## src/rtl/load_store_unit.sv

```systemverilog
// load_store_unit: serialises one load/store into little-endian byte transfers and reassembles loads
module load_store_unit #(
  parameter int ADDR_W = 32
) (
  input  logic              clk,
  input  logic              rst_n,
  input  logic              req_valid,
  output logic              req_ready,
  input  logic              req_we,
  input  logic [2:0]        req_op,
  input  logic [ADDR_W-1:0] req_addr,
  input  logic [31:0]       req_wdata,
  output logic              resp_valid,
  output logic [31:0]       resp_rdata,
  output logic              mem_en,
  output logic              mem_we,
  output logic [ADDR_W-1:0] mem_addr,
  output logic [7:0]        mem_wdata,
  input  logic [7:0]        mem_rdata
);
  typedef enum logic [1:0] {IDLE, XFER, LAST, DONE} state_t;
  state_t state, state_nx;
  logic              we;
  logic [2:0]        op;
  logic [ADDR_W-1:0] addr;
  logic [31:0]       wdata;
  logic [2:0]        k;
  logic [2:0]        n;
  logic [2:0]        kc;
  logic [31:0]       asm_data;
  logic [31:0]       ext_data;
  assign n  = op[2] ? 3'd4 : op[1] ? 3'd2 : 3'd1;
  assign kc = k - 3'd1;
  // State register
  always_ff @(posedge clk or negedge rst_n)
    if (!rst_n) state <= IDLE;
    else state <= state_nx;
  // Next-state logic: loads need one extra cycle to capture the final byte
  always_comb begin
    state_nx = state;
    case (state)
      IDLE: state_nx = req_valid ? XFER : IDLE;
      XFER: state_nx = (k == n - 3'd1) ? (we ? DONE : LAST) : XFER;
      LAST: state_nx = DONE;
      DONE: state_nx = IDLE;
      default: state_nx = IDLE;
    endcase
  end
  // Outputs: memory port is driven only while transferring, zero otherwise
  always_comb begin
    req_ready  = state == IDLE;
    resp_valid = state == DONE;
    mem_en     = state == XFER;
    mem_we     = state == XFER && we;
    mem_addr   = state == XFER ? addr + ADDR_W'(k) : '0;
    mem_wdata  = (state == XFER && we) ? wdata[{k[1:0], 3'b000} +: 8] : '0;
  end
  // Byte k-1 returns while byte k is being strobed; splice it into the result
  always_comb begin
    asm_data = resp_rdata;
    asm_data[{kc[1:0], 3'b000} +: 8] = mem_rdata;
    ext_data = op[2] ? asm_data :
               op[1] ? {{16{op[0] & asm_data[15]}}, asm_data[15:0]} :
                       {{24{op[0] & asm_data[7]}}, asm_data[7:0]};
  end
  // Request latch, byte counter and load result assembly
  always_ff @(posedge clk or negedge rst_n)
    if (!rst_n) begin
      we         <= 1'b0;
      op         <= '0;
      addr       <= '0;
      wdata      <= '0;
      k          <= '0;
      resp_rdata <= '0;
    end else begin
      case (state)
        IDLE: if (req_valid) begin
          we         <= req_we;
          op         <= req_op;
          addr       <= req_addr;
          wdata      <= req_wdata;
          k          <= '0;
          resp_rdata <= '0;
        end
        XFER: begin
          k <= k + 3'd1;
          if (!we && k != 3'd0) resp_rdata <= asm_data;
        end
        LAST: resp_rdata <= ext_data;
        default: ;
      endcase
    end
endmodule

```

## config.mk

```make
export PLATFORM = sky130hd
export DESIGN_NAME = load_store_unit
export DESIGN_NICKNAME = d
export VERILOG_FILES = /design/src/rtl/load_store_unit.sv
export SDC_FILE = /design/constraint.sdc
export NUM_CORES = 1
export LEC_CHECK = 0
export CAP_MARGIN = 25
export CORE_ASPECT_RATIO = 0.7
export CORE_MARGIN = 2
export CORE_UTILIZATION = 53
export CTS_CLUSTER_DIAMETER = 30
export DETAILED_ROUTE_END_ITERATION = 8
export HOLD_SLACK_MARGIN = 0.15
export PLACE_DENSITY = 0.95
export SETUP_SLACK_MARGIN = 0.3
export SYNTH_ARGS = -nofsm -noshare
export SYNTH_HDL_FRONTEND = slang
export SYNTH_SLANG_ARGS = --single-unit
```

## constraint.sdc

```tcl
create_clock -name clk -period 8.5 [get_ports clk]
set_input_delay 2.55 -clock clk [delete_from_list [all_inputs] [get_ports clk]]
set_output_delay 2.55 -clock clk [all_outputs]
set_load 0.005 [all_outputs]
```

**Word level (Yosys, flattened, before mapping)**

Cells that the tools add are included.

- Divide/modulo/power cells: 0
- Bitwise logic cells: 2
- $add $sub $neg: 5
- Mux-type cells: 16
- Multipliers: 0
- Order comparisons: 0
- Equality and inequality tests: 6
- Reductions and logical operators: 10
- Shift-type cells: 3

Operators with widths:

| cell | number |
|---|---|
| $mux 32 | 5 |
| $pmux 32 s3 | 1 |
| $add 32x3->32 | 1 |
| $bwmux 32 | 1 |
| $shift 8x7->32 const A | 1 |
| $shiftx 32x6->8 | 1 |
| $shiftx 8x7->32 | 1 |
| $mux 8 | 1 |
| $pmux 2 s4 | 1 |
| $neg 5->7 | 1 |
| $mux 3 | 2 |
| $pmux 3 s2 | 1 |
| $reduce_bool 3->1 | 2 |
| $eq 2x2->1 const B | 2 |
| $mux 2 | 2 |
| $reduce_and 2->1 | 2 |
| $add 3x1->3 const B | 1 |
| $eq 3x3->1 | 1 |
| $reduce_and 3->1 | 1 |
| $sub 3x1->3 const B | 1 |
| $and 1x1->1 | 2 |
| $eq 2x1->1 const B | 1 |
| $logic_and 1x1->1 | 2 |
| $logic_not 2->1 | 1 |
| 6 further kinds | 7 |

- Logic and storage cells: 49
- Register bits after elaboration: 105
- Memory bits (read-only): 0
- Output and inout port bits: 76
- RAM bits: 0
- Latch bits: 0
- Memories kept: 0
- Input port bits: 79

**Depth between registers and ports, before layout**

Gate-level depths: netlist of run 1.

- Word-level depth: 8
- Depth in mapped cells: 11
- Depth with buffers taken out: 7

**Worst setup path after synthesis of run 1**

No wires, ideal clock.

- Path kind: reg-to-output
- Start point: register k[0]
- End point: output port mem_addr[26]
- Path slack: 4.014 ns
- Stages on the path, launching flop included: 9
- Buffers on the path: 1
- Arrival time: 1.936 ns
- Required time: 5.950 ns
- Path through: dfrtp_1 > ha_1 > fa_1 > a21o_1 > nand4_1 > clkbuf_1 > nor3_1 > xor2_1 > and2_1

- Longest elaborated chain between the ends: 2

RTL lines:

| item | RTL line | RTL |
|---|---|---|
| start: declaration | 27 | `logic [2:0] k;` |
| start signal: assignment | 86 | `k <= k + 3'd1;` |
| $add 32x3->32 | 55 | `mem_addr = state == XFER ? addr + ADDR_W'(k) : '0;` |
| $mux 32 | 55 |  |
| end: declaration | 17 | `output logic [ADDR_W-1:0] mem_addr,` |

Every way passes these cells.

**Worst setup path after layout of run 1**

- Start point: register k[0]
- End point: output port mem_addr[24]

The elaborated chain is that of the path after synthesis.

==> results of run 1 <==
-- cells in the mapped netlist (all sizes together) (2+ instances only) --
library cell / instances
dfrtp: 105
mux2: 68
a21oi: 35
o21ai: 33
and2: 32
nand2: 28
nand3: 26
nor2b: 26
clkbuf: 20
inv: 20
xor2: 20
a22o: 16
buf: 13
ha: 12
nor3: 9
a31oi: 8
mux4: 8
or3: 8
nor4: 7
and3: 6
nand4: 6
nor2: 6
a21boi: 5
and4: 5
xnor2: 5
a21o: 3
o21a: 3
nand3b: 2
o31ai: 2
-- sequential cells by signal (all words and copies together) (netlist names), named ones only --
signal	count
addr	32
k	3
op	3
resp_rdata	32
state	1
wdata	32
we	1
-- layout make-up --
type	count	area [um^2]
fillers	725	2784
multi-input cells	388	2942
clock inverters	6	56.30
clock buffers	10	239.0
well taps	132	165.2
repair buffers	159	1584
inverters	20	75.07
flip-flops and latches	105	2628
-- stage by stage --
stage,utilization,power (mW)
final,0.7342,2.669
after CTS,0.7327,2.653
after global routing,0.7342,2.832
after detailed placement,0.7045,2.234
after global placement,0.7045,2.149
after floorplan,-,1.681
-- power by group --
part	internal, mW	total (mW)	switching, mW
clock	0.214	0.416	0.202
sequential	0.707	0.928	0.221
combinational	0.717	1.32	0.607
total	1.64	2.67	1.03
-- worst max-delay path, delay by kind of cell, from the launching register on --
| kind | cells | cell delay (ns) |
|---|---|---|
| AND/OR/NAND/NOR | 2 | 0.98 |
| adder cells (fa/ha/maj) | 2 | 0.55 |
| AO/OA/AOI/OAI | 2 | 0.47 |
| flip-flops | 1 | 0.98 |
| buffers and inverters | 1 | 0.56 |
-- routing by layer --
layer	part of all wire	track usage	vias to the layer above
met5	0	0	-
met4	0.021	0.07518	0
met3	0.070	0.06482	26
met2	0.47	0.4175	208
met1	0.44	0.3673	2351
li1	-	-	2215
-- cells by family (layout without fill, tap and decap cells) --
logic type | count (synthesis) | in the layout | synth area share
and+or+nand+nor | 165 | 165 | 0.1631
AOI/OAI and AO/OA | 108 | 108 | 0.1132
DFF | 105 | 105 | 0.4553
muxes | 77 | 77 | 0.1657
buffers and inverters | 53 | 195 | 0.03534
xor gates and xnor gates | 25 | 25 | 0.03794
adders and majority gates | 13 | 13 | 0.02949
-- worst paths after layout --
check	start	to	slack, ns	cells past startpoint
min in group asynchronous	rst_n	resp_rdata[28]	2.14	1
min	wdata[22]	wdata[22]	0.50	1
min reg2reg	wdata[22]	wdata[22]	0.50	1
max reg2reg	k[0]	resp_rdata[29]	4.86	8
max	k[0]	mem_addr[24]	2.07	7
max in group asynchronous	rst_n	resp_rdata[22]	5.10	2
==> metrics, run 1 <==
register bit count reported by yosys=105; core area=10470 um^2; Seq/Total Area, Yosys=0.4553; fraction of layout instances using a drive strength above 1=0.1468; synthesized instance count=546; clock skew=0.007862 ns; Hold WC Path Type=reg2reg; Final min period=6.433 ns; GR Util All Layers=0.2653; Pre-Repair DR Iteration Count=5; Slowest-stage cell, CP=dfrtp_1; PostCTS Resize Cnt=0; Initial Utilization=0.5510; Power Density=347.1 nW/um^2; kind of critical path=reg2out; first-pass GRT wire length=24.21 mm; CTS tree=done; required time worst endpoint=5.95 ns; Largest stage delay, worst path=0.98 ns; Cells after DPL=803; CTS root buf=clkbuf_16; number of global-route vias before repair=4703; crit end category=output port; syn nets=638; Post-synth ARST share=1.000; RSZ-0062 raised after global routing=no; Yosys cell types=43; gr ovfl total=0; VDD IR max=0.0001744 V; # H-tree levels=3; I/O pin total=155; Routed Antenna Nets=0; most common cell after layout, fill and taps aside=clkdlybuf4s50_1; Worst-path clk slew=0.08 ns; final cell count without fillers=820; DIE AREA=11750 um^2; Port Buf Inserts=154; final estimated routing congestion in global placement=0.8869; Post-route DRC=0; total CTS buffers=9; CP max FO=21; clock sink total=105; worst setup margin=2.067 ns; area leader, netlist=dfrtp_1; Mean Syn Cell Area=10.57 um^2; Synth top area share=0.4553; Post-Route Setup TNS=0 ns; CTS hold repair buffers=0; HPWL reported at the end of detailed placement=11.03 mm; Final Max Slew Viols=0; max-cap check violation count=0; clk buf depth=2; vias=4800; worst skew pair latency=0.35 ns; Ys Warns=0; # diodes=0; Die Wd=128.7 um; Leak=3.157 nW; final hold vios=0; Setup crit start kind=register; initial drt markers=320; Die Y=91.30 um; placed inst area=7378 um^2; Mapped Area=5771 um^2; final net count=775; routed vias/inst=5.854; outcome=completed; largest net degree at the start of global routing=75; CP cell instances=ha_1, fa_1, a21o_1, nand4_1, or3_1, a21boi_0, clkdlybuf4s50_1; # Post-CTS Setup Buffers=0; Max Freq=0.1555 GHz; wire per inst=18.44 um; Min Hold Slack=0.5041 ns; initial antenna violation count=0; most frequent cells in the layout=153 x clkdlybuf4s50_1, 105 x dfrtp_1, 68 x mux2_2; Slew headroom=0.2751; Post-Route WL=15.12 mm; period utilization=0.7568; row count=31; Arrival @ worst endpoint=3.88 ns; final instance area=7689 um^2; setup violators final=0; Area Growth Syn to Fin=33.24%; number of synthesized flops with an enable pin=0; Synth Flop Type=dfrtp_1; Area contributors post-synth=dfrtp_1 46%, mux2_2 13%, and2_1 3.5%; pre-CTS WS=2.453 ns; actual slew at the worst max-slew pin=1.083 ns
Note: power is estimated with default switching activity, not from simulation.
==> run 2, diff against run 1 <==
--- a/config.mk
+++ b/config.mk
@@ -8,11 +8,11 @@
 export CAP_MARGIN = 25
 export CORE_ASPECT_RATIO = 0.7
 export CORE_MARGIN = 2
-export CORE_UTILIZATION = 53
+export CORE_UTILIZATION = 49
 export CTS_CLUSTER_DIAMETER = 30
 export DETAILED_ROUTE_END_ITERATION = 8
 export HOLD_SLACK_MARGIN = 0.15
-export PLACE_DENSITY = 0.95
+export PLACE_DENSITY = 0.92
 export SETUP_SLACK_MARGIN = 0.3
 export SYNTH_ARGS = -nofsm -noshare
 export SYNTH_HDL_FRONTEND = slang
==> constraint.sdc (replaced) <==
create_clock -name clk -period 6.5 [get_ports clk]
set_input_delay 1.95 -clock clk [delete_from_list [all_inputs] [get_ports clk]]
set_output_delay 1.95 -clock clk [all_outputs]
set_load 0.005 [all_outputs]
==> metrics, run 2 (synthesis results as in run 1) <==
buffers plus inverters on the worst setup path=1 (unchanged); vias=4749 (was 4800); actual slew at the worst max-slew pin=0.9660 ns (was 1.083 ns); Min Hold Slack=0.5022 ns (was 0.5041 ns); outcome=completed (unchanged); Worst-path clk slew=0.07 ns (was 0.08 ns); first-pass GRT wire length=23.98 mm (was 24.21 mm); initial drt markers=321 (was 320); CP cell instances=fa_1, a21o_1, nand4_1, nor4_1, xor2_1, and2_1, clkdlybuf4s50_1 (was ha_1, fa_1, a21o_1, nand4_1, or3_1, a21boi_0, clkdlybuf4s50_1); Post-Route WL=14.78 mm (was 15.12 mm); initial antenna violation count=0 (unchanged); clk buf depth=2 (unchanged); clock skew=0.01022 ns (was 0.007862 ns); kind of critical path=reg2out (unchanged); CP max FO=17 (was 21); Largest stage delay, worst path=0.78 ns (was 0.98 ns); utilization after layout=0.6679 (was 0.7342); RSZ-0062 raised after global routing=no (unchanged); Arrival @ worst endpoint=3.29 ns (was 3.88 ns); largest net degree at the start of global routing=65 (was 75); pre-CTS WS=1.638 ns (was 2.453 ns); number of global-route vias before repair=4740 (was 4703); gr ovfl total=0 (unchanged); final estimated routing congestion in global placement=0.8806 (was 0.8869); crit end category=output port (unchanged); CTS root buf=clkbuf_16 (unchanged); most frequent cells in the layout=153 x clkdlybuf4s50_1, 105 x dfrtp_1, 68 x mux2_2 (unchanged); fraction of layout instances using a drive strength above 1=0.1505 (was 0.1468); Die Wd=133.7 um (was 128.7 um); Leak=3.176 nW (was 3.157 nW); DIE AREA=12670 um^2 (was 11750 um^2); # Post-CTS Setup Buffers=0 (unchanged); wire per inst=17.43 um (was 18.44 um); final hold vios=0 (unchanged); row count=33 (was 31); Initial Utilization=0.4974 (was 0.5510); I/O pin total=155 (unchanged); VDD IR max=0.0002155 V (was 0.0001744 V); final net count=778 (was 775); routed vias/inst=5.600 (was 5.854); Port Buf Inserts=154 (unchanged); GR Util All Layers=0.2397 (was 0.2653); required time worst endpoint=4.55 ns (was 5.95 ns); Post-route DRC=0 (unchanged); HPWL reported at the end of detailed placement=10.80 mm (was 11.03 mm); Hold WC Path Type=reg2reg (unchanged); Setup crit start kind=register (unchanged); Post-Route Setup TNS=0 ns (unchanged); Slew headroom=0.3555 (was 0.2751); delay-heaviest family, CP=simple AND/OR/NAND/NOR gates (was flip-flops); most common cell after layout, fill and taps aside=clkdlybuf4s50_1 (unchanged); period utilization=0.8063; Power Density=448.8 nW/um^2 (was 347.1 nW/um^2); core area=11600 um^2 (was 10470 um^2); CTS tree=done (unchanged); # H-tree levels=3 (unchanged); CTS hold repair buffers=0 (unchanged); Tot Pwr=3.477 mW (was 2.669 mW); setup violators final=0 (unchanged); Final Max Slew Viols=0 (unchanged); worst setup margin=1.259 ns (was 2.067 ns); total CTS buffers=9 (unchanged); Routed Antenna Nets=0 (unchanged); max-cap check violation count=0 (unchanged); Area Growth Syn to Fin=34.28% (was 33.24%); clock sink total=105 (unchanged); worst skew pair latency=0.34 ns (was 0.35 ns); Slowest-stage cell, CP=dfrtp_1 (unchanged); Max Freq=0.1908 GHz; Final min period=5.241 ns; Pre-Repair DR Iteration Count=5 (unchanged); top flop regs=addr: 32 flops, resp_rdata: 32 flops, wdata: 32 flops (unchanged); # diodes=0 (unchanged); Die Y=94.80 um (was 91.30 um); PostCTS Resize Cnt=0 (unchanged)
-- run 2: power by group --
part	total [mW]	internal, mW	leakage, nW	switching [mW]
combinational	1.77	0.954	1.74	0.813
clock	0.523	0.275	0.141	0.248
sequential	1.19	0.926	1.30	0.262
-- run 2: per-stage QoR --
step           area, um^2  instances
6_report             7749        848
2_1_floorplan        5771        546
3_5_place_dp         7425        830
3_3_place_gp         7425        830
4_1_cts              7710        846
5_1_grt              7749        848
-- run 2: worst paths after layout --
path	slack (ns)	endpoint	from	cells after the start
worst max-delay path	1.26	mem_addr[30]	k[1]	7
worst min-delay path	0.50	resp_rdata[5]	resp_rdata[5]	1
worst max register to register	3.35	resp_rdata[2]	k[1]	8
worst min register to register	0.50	resp_rdata[5]	resp_rdata[5]	1
max in group asynchronous	3.75	wdata[23]	rst_n	2
min in group asynchronous	1.70	resp_rdata[28]	rst_n	1
-- run 2: per-layer routing --
layer | track usage | wire, um | part of all wire
met4 | 0.07270 | 301 | 0.020
met1 | 0.3321 | 6592 | 0.45
met5 | 0 | 0 | 0
met2 | 0.3786 | 6806 | 0.46
met3 | 0.05529 | 1079 | 0.073
-- run 2: layout make-up --
cell class	instances	area (um^2)
clock buffers	10	239.0
clock inverters	6	46.29
fillers	832	3854
inverters	20	75.07
multi-input cells	388	2942
flip-flops and latches	105	2628
well taps	157	196.4
repair buffers	162	1623
==> run 3, diff against run 2 <==
--- a/config.mk
+++ b/config.mk
@@ -8,11 +8,11 @@
 export CAP_MARGIN = 25
 export CORE_ASPECT_RATIO = 0.7
 export CORE_MARGIN = 2
-export CORE_UTILIZATION = 49
+export CORE_UTILIZATION = 44
 export CTS_CLUSTER_DIAMETER = 30
 export DETAILED_ROUTE_END_ITERATION = 8
 export HOLD_SLACK_MARGIN = 0.15
-export PLACE_DENSITY = 0.92
+export PLACE_DENSITY = 0.88
 export SETUP_SLACK_MARGIN = 0.3
 export SYNTH_ARGS = -nofsm -noshare
 export SYNTH_HDL_FRONTEND = slang
==> constraint.sdc (replaced) <==
create_clock -name clk -period 4.8 [get_ports clk]
set_input_delay 1.44 -clock clk [delete_from_list [all_inputs] [get_ports clk]]
set_output_delay 1.44 -clock clk [all_outputs]
set_load 0.005 [all_outputs]
==> metrics, run 3 (synthesis results as in run 1) <==
# diodes=0 (unchanged); # H-tree levels=3 (unchanged); Leak=3.169 nW (was 3.176 nW); buffers plus inverters on the worst setup path=2 (was 1); Slowest-stage cell, CP=clkdlybuf4s50_1 (was dfrtp_1); RSZ-0062 raised after global routing=no (unchanged); Port Buf Inserts=154 (unchanged); period utilization=0.8829; CTS root buf=clkbuf_16 (unchanged); Worst-path clk slew=0.07 ns (about the same); required time worst endpoint=3.36 ns (was 4.55 ns); Pre-Repair DR Iteration Count=5 (unchanged); Post-route DRC=0 (unchanged); worst r2r src=k[0] (was k[1]); hold path depth=1 (unchanged); CP cell instances=ha_1, a21o_1, nand4_1, buf_4, nor4_1, xor2_1, and2_1, clkdlybuf4s50_1 (was fa_1, a21o_1, nand4_1, nor4_1, xor2_1, and2_1, clkdlybuf4s50_1); fraction of layout instances using a drive strength above 1=0.1530 (was 0.1505); Setup crit start kind=register (unchanged); fillers=1004 (was 832); setup violators final=0 (unchanged); crit end category=output port (unchanged); PostCTS Resize Cnt=0 (unchanged); routed vias/inst=5.592 (was 5.600); Reg-to-Reg End=resp_rdata[1] (was resp_rdata[2]); sequential cell area=2628 um^2 (unchanged); Power Density=606.1 nW/um^2 (was 448.8 nW/um^2); final net count=780 (was 778); actual slew at the worst max-slew pin=0.9276 ns (was 0.9660 ns); clock sink total=105 (unchanged); initial drt markers=262 (was 321); VDD IR max=0.0002575 V (was 0.0002155 V); max-cap check violation count=0 (unchanged); Hold WC Path Type=reg2reg (unchanged); Initial Utilization=0.4583 (was 0.4974); GR Util All Layers=0.2212 (was 0.2397); Reg2Reg Setup Slack=1.50 ns (was 3.35 ns); kind of critical path=reg2out (unchanged); Hold Path End=resp_rdata[5] (unchanged); most common cell after layout, fill and taps aside=clkdlybuf4s50_1 (unchanged); total CTS buffers=9 (unchanged); Largest stage delay, worst path=0.49 ns (was 0.78 ns); Slew headroom=0.3811 (was 0.3555); DIE AREA=14060 um^2 (was 12670 um^2); I/O pin total=155 (unchanged); row count=34 (was 33); Multi-input gate area=2942 um^2 (unchanged); Post-Route Setup TNS=0 ns (unchanged); Post-Route WL=15.12 mm (was 14.78 mm); pre-CTS WS=0.7078 ns (was 1.638 ns); top flop regs=addr: 32 flops, resp_rdata: 32 flops, wdata: 32 flops (unchanged); worst skew pair latency=0.34 ns (about the same); Routed Antenna Nets=0 (unchanged); Die Wd=140.9 um (was 133.7 um); largest net degree at the start of global routing=57 (was 65); number of global-route vias before repair=4870 (was 4740); CTS tree=done (unchanged); Area Growth Syn to Fin=34.35% (was 34.28%); final hold vios=0 (unchanged); most frequent cells in the layout=153 x clkdlybuf4s50_1, 105 x dfrtp_1, 68 x mux2_2 (unchanged); Cells after DPL=837 (was 830); Hold Crit Start=resp_rdata[5] (unchanged); core area=12590 um^2 (was 11600 um^2); Final min period=4.238 ns; final cell count without fillers=855 (was 848); vias=4781 (was 4749); CP max FO=12 (was 17); Tot Pwr=4.699 mW (was 3.477 mW); initial antenna violation count=1 (was 0); Reg2Reg Depth=8 (unchanged); HPWL reported at the end of detailed placement=11.17 mm (was 10.80 mm); first-pass GRT wire length=24.92 mm (was 23.98 mm); clock skew=0.006645 ns (was 0.01022 ns); wire per inst=17.69 um (was 17.43 um); Max Freq=0.2360 GHz; outcome=completed (unchanged); final estimated routing congestion in global placement=0.8549 (was 0.8806); gr ovfl total=0 (unchanged); Die Y=99.82 um (was 94.80 um); Final Max Slew Viols=0 (unchanged); clk buf depth=2 (unchanged); Arrival @ worst endpoint=2.80 ns (was 3.29 ns); worst setup margin=0.5622 ns (was 1.259 ns); delay-heaviest family, CP=buffers and inverters (was simple AND/OR/NAND/NOR gates)
## run 3: changes by cell type in the layout (fill, tap and decap cells not counted)
| cell | delta |
|---|---|
| inv_8 | -1 |
| clkinv_2 | -1 |
| clkinv_4 | +1 |
| buf_16 | -1 |
| buf_6 | -1 |
| clkbuf_8 | -1 |
| buf_12 | +1 |
| clkinvlp_4 | +2 |
| buf_4 | +3 |
## run 3: metrics by stage
stage | util | hold slack [ns] | instance area (um^2)
floorplan | - | 0.4739 | 5771
detailed placement | 0.5923 | 0.4887 | 7458
CTS | 0.6145 | 0.5057 | 7737
global placement | 0.5923 | 0.4821 | 7458
finish | 0.6157 | 0.4985 | 7752
global route | 0.6157 | 0.5219 | 7752
## run 3: what timing repair did
action / 4_1_cts / 5_1_grt
buffers inserted: 0 / 1
endpoints found under the setup margin: 0 / 4
hold buffers: 0 / 0
## run 3: metal layers
layer  vias to the layer above  GRT usage  share of wire
li1                       2233          -              -
met1                      2365     0.3164           0.46
met2                       167     0.3422           0.46
met3                        14    0.05344          0.069
met4                         2    0.05615         0.0078
met5                         -          0        0.00086
## run 3: cell type report
type / instances / area share
tap: 162 / 0.02615
inverter: 20 / 0.009684
timing repair buffer: 164 / 0.2098
clock inverter: 7 / 0.006940
clock buffer: 9 / 0.02905
sequential: 105 / 0.3389
multi-input combinational: 388 / 0.3794
## run 3: where the power goes
| part | switching (mW) | total, mW | internal (mW) | leakage (nW) |
|---|---|---|---|---|
| clock | 0.342 | 0.698 | 0.356 | 0.128 |
| sequential | 0.331 | 1.59 | 1.25 | 1.30 |
| combinational | 1.13 | 2.42 | 1.29 | 1.74 |
## run 3: worst max-delay path by stage
stage                  start  cells past startpoint  slack [ns]           end
global route        addr[11]                      6        0.44  mem_addr[31]
finish                  k[2]                      8        0.56  mem_addr[30]
detailed placement      k[2]                      7        0.71  mem_addr[30]
global placement        k[2]                      7        0.74  mem_addr[30]
floorplan               k[0]                      8        1.42  mem_addr[26]
CTS                     k[2]                      7        0.33  mem_addr[30]
